## src/rtl/viexo_video_timing_if.sv

```systemverilog
// Pixel-side bundle between the raster timing generator and its neighbours.
// The master (timing generator) drives the raster position request, the
// pixel strobe, and the encoder-facing de/c/d_* signals. The slave
// (upstream pixel source plus TMDS lanes) returns the requested pixel on rgb.
//   pix_stb      one-cycle pulse on the last aclk of each pixel period
//   req, x, y    pixel request for column x / row y
//   frame_start  high for the period requesting (0,0)
//   de, c        data enable and {vsync, hsync} for the lanes
//   d_r/d_g/d_b  registered pixel data for the lanes
//   rgb          pixel returned by upstream, {R, G, B}
interface viexo_video_timing_if;
  logic        pix_stb;
  logic        req;
  logic [11:0] x;
  logic [11:0] y;
  logic        frame_start;
  logic        de;
  logic [1:0]  c;
  logic [7:0]  d_r;
  logic [7:0]  d_g;
  logic [7:0]  d_b;
  logic [23:0] rgb;

  modport master (
    output pix_stb, req, x, y, frame_start, de, c, d_r, d_g, d_b,
    input  rgb
  );

  modport slave (
    input  pix_stb, req, x, y, frame_start, de, c, d_r, d_g, d_b,
    output rgb
  );
endinterface

```

## src/rtl/viexo_video_timing.sv

```systemverilog
// Video raster timing generator for the three viexo_tmds lanes.
// aclk is divided into pixel periods of DIV cycles; every pixel period the
// raster position advances, a pixel request for that position is issued
// (stage 1), and one period later the encoder-facing de/c/d_* are registered
// (stage 2). All outputs except pix_stb change only on pix_stb edges, so
// they stay constant for a full DIV-cycle TMDS symbol.
// Ports:
//   aclk     clock
//   aresetn  asynchronous active-low reset
//   enable   run the raster; low returns everything to reset values
//   vid      viexo_video_timing_if master modport (see interface header)
module viexo_video_timing #(
  parameter int H_ACTIVE  = 640,
  parameter int H_FRONT   = 16,
  parameter int H_SYNC    = 96,
  parameter int H_BACK    = 48,
  parameter int V_ACTIVE  = 480,
  parameter int V_FRONT   = 10,
  parameter int V_SYNC    = 2,
  parameter int V_BACK    = 33,
  parameter bit HSYNC_POL = 1'b0,
  parameter bit VSYNC_POL = 1'b0,
  parameter int DIV       = 10
) (
  input  logic                   aclk,
  input  logic                   aresetn,
  input  logic                   enable,
  viexo_video_timing_if.master   vid
);

  localparam int H_TOTAL = H_ACTIVE + H_FRONT + H_SYNC + H_BACK;
  localparam int V_TOTAL = V_ACTIVE + V_FRONT + V_SYNC + V_BACK;
  localparam int DW      = (DIV > 1) ? $clog2(DIV) : 1;

  localparam logic [DW-1:0] DIV_LAST = DW'(DIV - 1);
  localparam logic [11:0]   H_LAST   = 12'(H_TOTAL - 1);
  localparam logic [11:0]   V_LAST   = 12'(V_TOTAL - 1);

  // Region bounds are 13 bits wide so an end bound of exactly 4096 still
  // compares correctly against the 12-bit counters.
  localparam logic [12:0] H_ACT_END = 13'(H_ACTIVE);
  localparam logic [12:0] HS_BEG    = 13'(H_ACTIVE + H_FRONT);
  localparam logic [12:0] HS_END    = 13'(H_ACTIVE + H_FRONT + H_SYNC);
  localparam logic [12:0] V_ACT_END = 13'(V_ACTIVE);
  localparam logic [12:0] VS_BEG    = 13'(V_ACTIVE + V_FRONT);
  localparam logic [12:0] VS_END    = 13'(V_ACTIVE + V_FRONT + V_SYNC);

  localparam logic [1:0]  C_IDLE    = {~VSYNC_POL, ~HSYNC_POL};

  logic [DW-1:0] div_cnt;
  logic [11:0]   hcnt;
  logic [11:0]   vcnt;
  logic          stb;

  // Stage 1: request for the position the counters held last period
  logic          req1;
  logic [11:0]   x1;
  logic [11:0]   y1;
  logic          hs1;
  logic          vs1;
  logic          fs1;

  // Stage 2: encoder-facing registers
  logic          de2;
  logic [1:0]    c2;
  logic [23:0]   d2;

  // Stage 1 next values, decoded from the current counters
  logic [12:0]   h13;
  logic [12:0]   v13;
  logic          req_n;
  logic          hs_n;
  logic          vs_n;
  logic          fs_n;

  assign stb = (div_cnt == DIV_LAST) && enable;

  always_comb begin
    h13   = {1'b0, hcnt};
    v13   = {1'b0, vcnt};
    req_n = (h13 < H_ACT_END) && (v13 < V_ACT_END);
    hs_n  = (h13 >= HS_BEG) && (h13 < HS_END);
    vs_n  = (v13 >= VS_BEG) && (v13 < VS_END);
    fs_n  = (hcnt == '0) && (vcnt == '0);
  end

  // Pixel-period divider
  always_ff @(posedge aclk or negedge aresetn) begin
    if (!aresetn) begin
      div_cnt <= '0;
    end else if (!enable) begin
      div_cnt <= '0;
    end else if (div_cnt == DIV_LAST) begin
      div_cnt <= '0;
    end else begin
      div_cnt <= div_cnt + 1'b1;
    end
  end

  // Raster counters; the vertical counter steps on the horizontal wrap
  always_ff @(posedge aclk or negedge aresetn) begin
    if (!aresetn) begin
      hcnt <= '0;
      vcnt <= '0;
    end else if (!enable) begin
      hcnt <= '0;
      vcnt <= '0;
    end else if (stb) begin
      if (hcnt == H_LAST) begin
        hcnt <= '0;
        if (vcnt == V_LAST) begin
          vcnt <= '0;
        end else begin
          vcnt <= vcnt + 1'b1;
        end
      end else begin
        hcnt <= hcnt + 1'b1;
      end
    end
  end

  // Both pipeline stages load on the same strobe edge: stage 2 captures the
  // request stage 1 held during the period that is ending, together with
  // the pixel upstream returned for it.
  always_ff @(posedge aclk or negedge aresetn) begin
    if (!aresetn) begin
      req1 <= 1'b0;
      x1   <= '0;
      y1   <= '0;
      hs1  <= 1'b0;
      vs1  <= 1'b0;
      fs1  <= 1'b0;
      de2  <= 1'b0;
      c2   <= C_IDLE;
      d2   <= '0;
    end else if (!enable) begin
      req1 <= 1'b0;
      x1   <= '0;
      y1   <= '0;
      hs1  <= 1'b0;
      vs1  <= 1'b0;
      fs1  <= 1'b0;
      de2  <= 1'b0;
      c2   <= C_IDLE;
      d2   <= '0;
    end else if (stb) begin
      req1 <= req_n;
      x1   <= req_n ? hcnt : '0;
      y1   <= req_n ? vcnt : '0;
      hs1  <= hs_n;
      vs1  <= vs_n;
      fs1  <= fs_n;
      de2  <= req1;
      c2   <= {vs1 ? VSYNC_POL : ~VSYNC_POL, hs1 ? HSYNC_POL : ~HSYNC_POL};
      d2   <= req1 ? vid.rgb : '0;
    end
  end

  assign vid.pix_stb     = stb;
  assign vid.req         = req1;
  assign vid.x           = x1;
  assign vid.y           = y1;
  assign vid.frame_start = fs1;
  assign vid.de          = de2;
  assign vid.c           = c2;
  assign vid.d_r         = d2[23:16];
  assign vid.d_g         = d2[15:8];
  assign vid.d_b         = d2[7:0];

endmodule

```

## src/flat_wrapper.sv

```systemverilog
// flat-port wrapper written by rule: the top's interface ports become plain ports
module viexo_video_timing_flat 
#(
  parameter int H_ACTIVE  = 640,
  parameter int H_FRONT   = 16,
  parameter int H_SYNC    = 96,
  parameter int H_BACK    = 48,
  parameter int V_ACTIVE  = 480,
  parameter int V_FRONT   = 10,
  parameter int V_SYNC    = 2,
  parameter int V_BACK    = 33,
  parameter bit HSYNC_POL = 1'b0,
  parameter bit VSYNC_POL = 1'b0,
  parameter int DIV       = 10
)
  (aclk, aresetn, enable, vid_pix_stb, vid_req, vid_x, vid_y, vid_frame_start, vid_de, vid_c, vid_d_r, vid_d_g, vid_d_b, vid_rgb);
  viexo_video_timing_if vid_i ();
  input  logic aclk;
  input  logic aresetn;
  input  logic enable;
  output wire logic [$bits(vid_i.pix_stb)-1:0] vid_pix_stb;
  output wire logic [$bits(vid_i.req)-1:0] vid_req;
  output wire logic [$bits(vid_i.x)-1:0] vid_x;
  output wire logic [$bits(vid_i.y)-1:0] vid_y;
  output wire logic [$bits(vid_i.frame_start)-1:0] vid_frame_start;
  output wire logic [$bits(vid_i.de)-1:0] vid_de;
  output wire logic [$bits(vid_i.c)-1:0] vid_c;
  output wire logic [$bits(vid_i.d_r)-1:0] vid_d_r;
  output wire logic [$bits(vid_i.d_g)-1:0] vid_d_g;
  output wire logic [$bits(vid_i.d_b)-1:0] vid_d_b;
  input wire logic [$bits(vid_i.rgb)-1:0] vid_rgb;
  assign vid_pix_stb = vid_i.pix_stb;
  assign vid_req = vid_i.req;
  assign vid_x = vid_i.x;
  assign vid_y = vid_i.y;
  assign vid_frame_start = vid_i.frame_start;
  assign vid_de = vid_i.de;
  assign vid_c = vid_i.c;
  assign vid_d_r = vid_i.d_r;
  assign vid_d_g = vid_i.d_g;
  assign vid_d_b = vid_i.d_b;
  assign vid_i.rgb = vid_rgb;
  viexo_video_timing #(.H_ACTIVE(H_ACTIVE), .H_FRONT(H_FRONT), .H_SYNC(H_SYNC), .H_BACK(H_BACK), .V_ACTIVE(V_ACTIVE), .V_FRONT(V_FRONT), .V_SYNC(V_SYNC), .V_BACK(V_BACK), .HSYNC_POL(HSYNC_POL), .VSYNC_POL(VSYNC_POL), .DIV(DIV)) u_core (.aclk(aclk), .aresetn(aresetn), .enable(enable), .vid(vid_i));
endmodule
```

## config.mk

```make
export PLATFORM = sky130hd
export DESIGN_NAME = viexo_video_timing_flat
export DESIGN_NICKNAME = d
export VERILOG_FILES = /design/src/rtl/viexo_video_timing_if.sv /design/src/rtl/viexo_video_timing.sv /design/src/flat_wrapper.sv
export SDC_FILE = /design/constraint.sdc
export NUM_CORES = 1
export LEC_CHECK = 0
export CAP_MARGIN = 20
export CORE_ASPECT_RATIO = 1.75
export CORE_MARGIN = 3
export CORE_UTILIZATION = 35
export CTS_BUF_LIST = sky130_fd_sc_hd__clkbuf_8
export DETAILED_ROUTE_END_ITERATION = 7
export GPL_TIMING_DRIVEN = 0
export HOLD_SLACK_MARGIN = 0.03
export PLACE_DENSITY = 0.68
export SLEW_MARGIN = 20
export SYNTH_ARGS = -nofsm -noshare
export SYNTH_HDL_FRONTEND = slang
export SYNTH_SLANG_ARGS = --single-unit
export TNS_END_PERCENT = 20
```

## constraint.sdc

```tcl
create_clock -name aclk -period 6 [get_ports aclk]
set_input_delay 1.2 -clock aclk [delete_from_list [all_inputs] [get_ports aclk]]
set_output_delay 1.2 -clock aclk [all_outputs]
set_load 0.01 [all_outputs]
```

==> run metrics, run 1 <==
outcome complete, no violations; Setup Skew 11.3 ps; VDD IR max 0.107 mV; Final min period 3820 ps; Achievable Freq 0.262 GHz; Hold Startpoint u_core.vs1$_DFFE_PN0P_; PD cells 218 mW/mm^2; worst setup path class in2out; RSZ-0062 raised after global routing no; setup violators final 0; Worst EP required 4800 ps; Area Growth Syn to Fin 32.5%; reg2reg setup slack 3660 ps; hpwl dp 6820 um; worst-margin pin slew 586 ps; met1 usage 0.189; num rows 48; CP peak stage delay 550 ps; Leak Pwr 0.00218 uW; DIE AREA 0.0118 sq mm; DRT iter0 DRCs 185; Die X 83.3 um; CTS H-Tree Depth 3; Clk Latency, worst-skew pair 360 ps; Placeable Area 0.0100 sq mm; R2R Path End u_core.vcnt[8]$_DFFE_PN0P_; Area contributors post-synth dfrtp_1, a22o_1, ha_1; root buffer cell clkbuf_8; worst hold path endpoint u_core.vid.c[1]$_DFFE_PN1P_; io pins 81; Clock transition at path regs 90 ps; fraction of layout cells with a size suffix above 1 0.0749; DR WL/cell 16.9 um; PostCTS Resize Cnt 0; post-synth cell types 51; met2 usage 0.286; max-slew violations 0; busiest layer in global routing met2; Total GRT Usage 0.164; placed inst area 0.00465 sq mm; Crit path top cell by count clkdlybuf4s50_1; Synth Cell Area 0.00366 sq mm; worst path cell trace clkdlybuf4s50_1, nand4b_1, inv_1, clkdlybuf4s50_1; Hold Path Class reg2reg; leading post-synthesis cells by instance count dfrtp_1, a22o_1, nor2_1, clkbuf_1, nand2_1; Sink Count 83; gpl congestion 0.912; Fin Setup TNS 0 ps; Post-synth EDFFs 0; Die H 141 um; Yosys warning total 0; CP arrival 2620 ps; initial core utilization 0.365; Total Nets Final 442; CTS tree built; ys async rst share 1.00; Post-CTS Hold Buffers 0; antenna fix cells 0; Via Count 2,891; DRC 0; Synth top area share 0.553; slowest stage cell, crit path clkdlybuf4s50_1; postcts setup bufs 0; Max Root-Sink Buffers 2; met3 Use GR 0.0331; GRT overflow 0; top fanout value on the critical path 4; Tcrit/Tclk final 0.637; vias in the first global route 2,962; cells on worst reg2reg path 6; Startpoint Class input pin; pin count of the biggest net entering global routing 59; design area 0.00485 sq mm; hold depth 1; leading area contributor after synthesis dfrtp_1; Final Hold Violating Endpoints 0; port bufs 80; Slew headroom 0.604; first-pass GRT wire length 15,300 um; antenna-violating nets left 0; reg2reg start u_core.hcnt[1]$_DFFE_PN0P_; initial antenna violation count 0; Mapped Avg Cell Area 11.6 sq um; synthesized net count 350; Max-Cap Viols 0; most used flip-flop cell after synthesis dfrtp_1; CP endpoint kind output port; Cells after Synth 317; most common cell in the netlist dfrtp_1; flops & latches, synth 83; share of the yosys chip area belonging to registers 0.568; CTS buffer count 9; routed wire length 9120 um; DR pass1 iterations 4; vias per std cell 5.36
[worst max-delay path, delay by kind of cell]
family        cells  cell delay (ps)
buf+inv           3             1210
simple gates      1              200
[layer usage]
metal  routed length [um]  up-vias
met1                 3690     1441
met2                 4860       77
met4                  227        0
li1                     -     1359
met5                    0        -
met3                  343       14
[registers in the layout (all words and copies together), names as in the netlist]
register / count
u_core.d2: 24
u_core.div_cnt: 4
u_core.hcnt: 12
u_core.hs1: 1
u_core.vcnt: 12
u_core.vid.c: 2
u_core.vid.de: 1
u_core.vid.frame_start: 1
u_core.vid.req: 1
u_core.vid.x: 12
u_core.vid.y: 12
u_core.vs1: 1
[cells in the final DEF (no fill, tap or decap), types with 2 or more instances in the layout]
cell type and count:
a31oi_1 2, a211oi_1 3, nor3_1 4, nand2_1 13
dfrtp_1 81, nand4_1 6, or3_1 2, o21ai_0 7
nor4b_1 2, o21ai_1 3, clkbuf_1 17, clkdlybuf4s50_1 79
ha_1 6, nand3b_1 2, clkbuf_8 10, a2111oi_0 2
a22o_1 52, and2_1 4, inv_6 3, nand3_1 9
dfstp_2 2, buf_6 2, o211ai_1 3, nor2_1 19
and3_1 9, xnor2_1 8, a21oi_1 4, nor2b_1 6
buf_2 2, o311ai_0 2, nor4_1 2, and4_1 4
a41oi_1 2, inv_1 11, a21o_1 4, buf_1 2
o31ai_1 3
[stage by stage]
step	power (uW)	setup WS, ps	util	hold slack (ps)	cells
floorplan	606	3350	-	425	317
global placement	645	878	0.461	431	522
detailed placement	649	2180	0.463	454	523
CTS	1070	2180	0.484	459	539
global route	1100	2100	0.484	483	539
finish	1060	2180	0.484	446	539
[cell type report]
type | instances | area [sq um]
Sequential cell | 83 | 2080
Clock buffer | 10 | 138
Buffer | 24 | 109
Multi-Input combinational cell | 199 | 1430
Inverter | 11 | 41.3
Tap cell | 125 | 156
Clock inverter | 6 | 70.1
Timing Repair Buffer | 81 | 826
Fill cell | 898 | 5180
[how the worst max path moves through the flow]
stage / start / slack, ps / cells after the start / to
6_report: enable / 2180 / 4 / vid_pix_stb
5_1_grt: enable / 2100 / 4 / vid_pix_stb
4_1_cts: enable / 2180 / 4 / vid_pix_stb
3_5_place_dp: enable / 2180 / 4 / vid_pix_stb
3_3_place_gp: aresetn / 880 / 1 / u_core.d2[4]$_DFFE_PN0P_
2_1_floorplan: enable / 3350 / 2 / vid_pix_stb
[cells by family after synthesis]
group / share of synthesized area
AO/OA/AOI/OAI: 0.206
AND/OR/NAND/NOR: 0.143
flip-flops: 0.568
buffers and inverters: 0.0410
XOR/XNOR: 0.0215
adder cells (fa/ha/maj): 0.0205
[report_power, final]
part,switching [uW],total [uW],internal [uW]
Combinational,35.3,63.7,28.4
Clock,215,423,208
Sequential,9.06,573,564
Total,259,1060,801
Note: power is estimated with default switching activity, not from simulation.
==> run 2: changes to the inputs <==
PLACE_DENSITY = 0.7   (was 0.68)
clock period = 3.35 ns   (was 6 ns; I/O delays follow)
==> run metrics, run 2 (synthesized netlist as in run 1, its figures left out) <==
RSZ-0062 raised after global routing no; fin util 0.485; Final min period 2820 ps; DRT iter0 DRCs 148; PostCTS Resize Cnt 0; worst path cell trace clkdlybuf4s50_1, nand4b_1, inv_1, clkdlybuf4s50_1; DR pass1 iterations 4; worst setup path class in2out; DRC 0; Die H 141 um; postcts setup bufs 0; Via Count 2,890; Placeable Area 0.0100 sq mm; commonest cells after routing, fill and taps aside dfrtp_1, clkdlybuf4s50_1, a22o_1, nor2_1, clkbuf_1; CTS tree built; PD cells 395 mW/mm^2; DR WL/cell 17.1 um; Clk Latency, worst-skew pair 360 ps; hpwl dp 6890 um; Slew headroom 0.610; CTS buffer count 9; Achievable Freq 0.355 GHz; Max Root-Sink Buffers 2; Post-CTS Hold Buffers 0; num rows 48; CP endpoint kind output port; WP buf/inv 3; top fanout value on the critical path 4; gpl congestion 0.876; VDD IR max 0.223 mV; register area 0.00208 sq mm; Area Growth Syn to Fin 32.7%; Hold WS 241 ps; Hold Path Class in2async; Startpoint Class input pin; Worst EP required 2680 ps; slowest stage cell, crit path clkdlybuf4s50_1; Die X 83.3 um; pin count of the biggest net entering global routing 55; Clock transition at path regs 80 ps; most common cell after layout, fill and taps aside dfrtp_1; initial antenna violation count 0; CP arrival 2150 ps; Final Hold Violating Endpoints 0; port bufs 80; GRT overflow 0; reg2reg start u_core.hcnt[1]$_DFFE_PN0P_; Worst Setup SP enable; Sink Count 83; Tcrit/Tclk final 0.840; first-pass GRT wire length 15,300 um; max-slew violations 0; Top reg by flops u_core.d2; fraction of layout cells with a size suffix above 1 0.0726; Setup Skew 10.4 ps; multi-input gate area in the final layout 0.00143 sq mm; Total GRT Usage 0.162; Crit path top cell by count clkdlybuf4s50_1; worst-margin pin slew 577 ps; DIE AREA 0.0118 sq mm; Layout fillers 904; setup violators final 0; CTS H-Tree Depth 3; outcome complete, no violations; Max-Cap Viols 0; antenna fix cells 0; root buffer cell clkbuf_8; vias per std cell 5.37; antenna-violating nets left 0; kind of cell adding the most delay to the critical path buffers and inverters; vias in the first global route 2,995; io pins 81; routed wire length 9180 um; Total Nets Final 442; CP peak stage delay 570 ps; Largest register FFs 24; Leak Pwr 0.00218 uW; initial core utilization 0.365
[run 2: final timing paths]
check | slack, ps | endpoint | cells after the start
worst max-delay path | 530 | vid_pix_stb | 4
worst min-delay path | 240 | u_core.vid.x[2]$_DFFE_PN0P_ | 1
worst max register to register | 1030 | u_core.vcnt[9]$_DFFE_PN0P_ | 6
worst min register to register | 440 | u_core.vid.c[1]$_DFFE_PN1P_ | 1
max in group asynchronous | 2460 | u_core.vid.c[1]$_DFFE_PN1P_ | 2
min in group aclk | 440 | u_core.vid.c[1]$_DFFE_PN1P_ | 1
[run 2: stage by stage]
| step | TNS (ps) | cell area, sq um | cells | power [uW] | setup slack (ps) |
|---|---|---|---|---|---|
| 3_5_place_dp | 0 | 4650 | 523 | 1160 | 525 |
| 3_3_place_gp | -103720 | 4620 | 522 | 1160 | -1280 |
| 2_1_floorplan | 0 | 3660 | 317 | 1090 | 1350 |
| 5_1_grt | 0 | 4860 | 538 | 1990 | 471 |
| 4_1_cts | 0 | 4860 | 538 | 1940 | 526 |
| 6_report | 0 | 4860 | 538 | 1920 | 535 |
[run 2: power breakdown]
| group | switching [uW] | internal [uW] | total (uW) |
|---|---|---|---|
| combinational | 63.7 | 50.8 | 115 |
| sequential | 16.3 | 1010 | 1030 |
| clock | 359 | 418 | 777 |
[run 2: layer usage]
metal,vias up,wire [um],track usage
met5,-,0,0
met4,0,203,0.0715
met3,14,356,0.0308
met2,86,4990,0.301
met1,1422,3630,0.178
li1,1368,-,-
[run 2: worst register-to-register path: cells and delay by family, from the launching register on]
| family | cells | cell delay, ps |
|---|---|---|
| simple gates | 1 | 510 |
| compound gates | 3 | 710 |
| fa+ha+maj | 1 | 300 |
| buf+inv | 1 | 220 |
| flops | 1 | 470 |
[run 2: final cells by class]
| class | instances | area share |
|---|---|---|
| flip-flops and latches | 83 | 0.428 |
| well taps | 125 | 0.0322 |
| multi-input cells | 199 | 0.295 |
| clock buffers | 9 | 0.0255 |
| inverters | 11 | 0.00850 |
| plain buffers | 24 | 0.0224 |
| repair buffers | 81 | 0.170 |
| clock inverters | 6 | 0.0185 |
==> run 3: changes to the inputs <==
clock period = 2.56 ns   (was 3.35 ns; I/O delays follow)
==> run metrics, run 3 (synthesized netlist as in run 1, its figures left out) <==
DR pass1 iterations 5; vias per std cell 5.39; worst-margin pin slew 576 ps; antenna fix cells 0; Tcrit/Tclk final 0.965; outcome complete, no violations; placed insts 523; CP arrival 1960 ps; wire length on met1 3590 um; Final Hold Violating Endpoints 0; worst setup path class in2out; first-pass GRT wire length 15,300 um; num rows 48; initial antenna violation count 0; Fin Setup TNS 0 ps; Top reg by flops u_core.d2; Placeable Area 0.0100 sq mm; Worst EP required 2050 ps; Setup WS post-layout 88.4 ps; metal2 WL 4990 um; Area Growth Syn to Fin 32.7%; Hold Path Class in2async; root buffer cell clkbuf_8; CTS buffer count 9; cells on worst reg2reg path 6; io pins 81; Achievable Freq 0.405 GHz; DRC 0; Leak Pwr 0.00217 uW; multi-input gate area in the final layout 0.00143 sq mm; Via Count 2,898; max-slew violations 0; DR WL/cell 17.0 um; commonest cells after routing, fill and taps aside dfrtp_1, clkdlybuf4s50_1, a22o_1, nor2_1, clkbuf_1; initial core utilization 0.365; Startpoint Class input pin; CP endpoint kind output port; DIE AREA 0.0118 sq mm; Hold WS 80.0 ps; Post-CTS Hold Buffers 0; top fanout value on the critical path 4; Max Root-Sink Buffers 2; routed wl met3 395 um; Clk Latency, worst-skew pair 360 ps; most common cell after layout, fill and taps aside dfrtp_1; port bufs 80; PostCTS Resize Cnt 0; pre-CTS setup slack -42.1 ps; pin count of the biggest net entering global routing 55; setup violators final 0; PD cells 517 mW/mm^2; Sink Count 83; Total Nets Final 442; Clock transition at path regs 80 ps; fraction of layout cells with a size suffix above 1 0.0751; gpl congestion 0.876; GRT overflow 0; Layout fillers 904; DRT iter0 DRCs 160; routed wire length 9170 um; Final Instance Count excl. Fillers 538; Die X 83.3 um; register area 0.00208 sq mm; RSZ-0062 raised after global routing no; postcts setup bufs 0; vias in the first global route 2,995; Final min period 2470 ps; hpwl dp 6890 um; VDD IR max 0.291 mV; Largest register FFs 24; Max-Cap Viols 0; Die H 141 um; CTS H-Tree Depth 3; Final Power 2510 uW; Total GRT Usage 0.162; CTS tree built; Setup Skew 10.9 ps; Slew headroom 0.611; antenna-violating nets left 0; top layer reached by signal wires met4
run 3: final timing paths:
path	from	endpoint	slack [ps]
hold reg to reg	u_core.vs1$_DFFE_PN0P_	u_core.vid.c[1]$_DFFE_PN1P_	440
setup reg to reg	u_core.hcnt[1]$_DFFE_PN0P_	u_core.vcnt[6]$_DFFE_PN0P_	250
max in group asynchronous	aresetn	u_core.vid.c[1]$_DFFE_PN1P_	1830
hold / removal	aresetn	u_core.vid.x[2]$_DFFE_PN0P_	80
setup / recovery	enable	vid_pix_stb	90
min in group aclk	u_core.vs1$_DFFE_PN0P_	u_core.vid.c[1]$_DFFE_PN1P_	440
run 3: per-layer routing:
metal | track usage | vias up
met2 | 0.301 | 97
met4 | 0.0715 | 0
met5 | 0 | -
li1 | - | 1369
met3 | 0.0308 | 13
met1 | 0.178 | 1419
run 3: cell type report:
cell class                 instances  share of cell area
sequential                        83               0.428
multi-input combinational        199               0.295
timing repair buffer              81               0.170
tap                              125              0.0322
clock buffer                       9              0.0255
buffer                            24              0.0224
clock inverter                     6              0.0185
inverter                          11             0.00850
run 3: critical path: stages:
cell             delay, ps
clkdlybuf4s50_1        540
nand4b_1               210
inv_2                  130
clkdlybuf4s50_1        550
run 3: where the power goes:
group	leakage (uW)	switching, uW	total (uW)	internal (uW)
clock network	0.000106	474	1020	547
logic	0.000919	83.5	150	66.5
registers	0.00115	21.4	1340	1320
run 3: through the flow:
stage,util,area (sq um)
finish,0.485,4860
global route,0.485,4860
CTS,0.485,4860
detailed placement,0.463,4650
global placement,0.461,4620
floorplan,-,3660
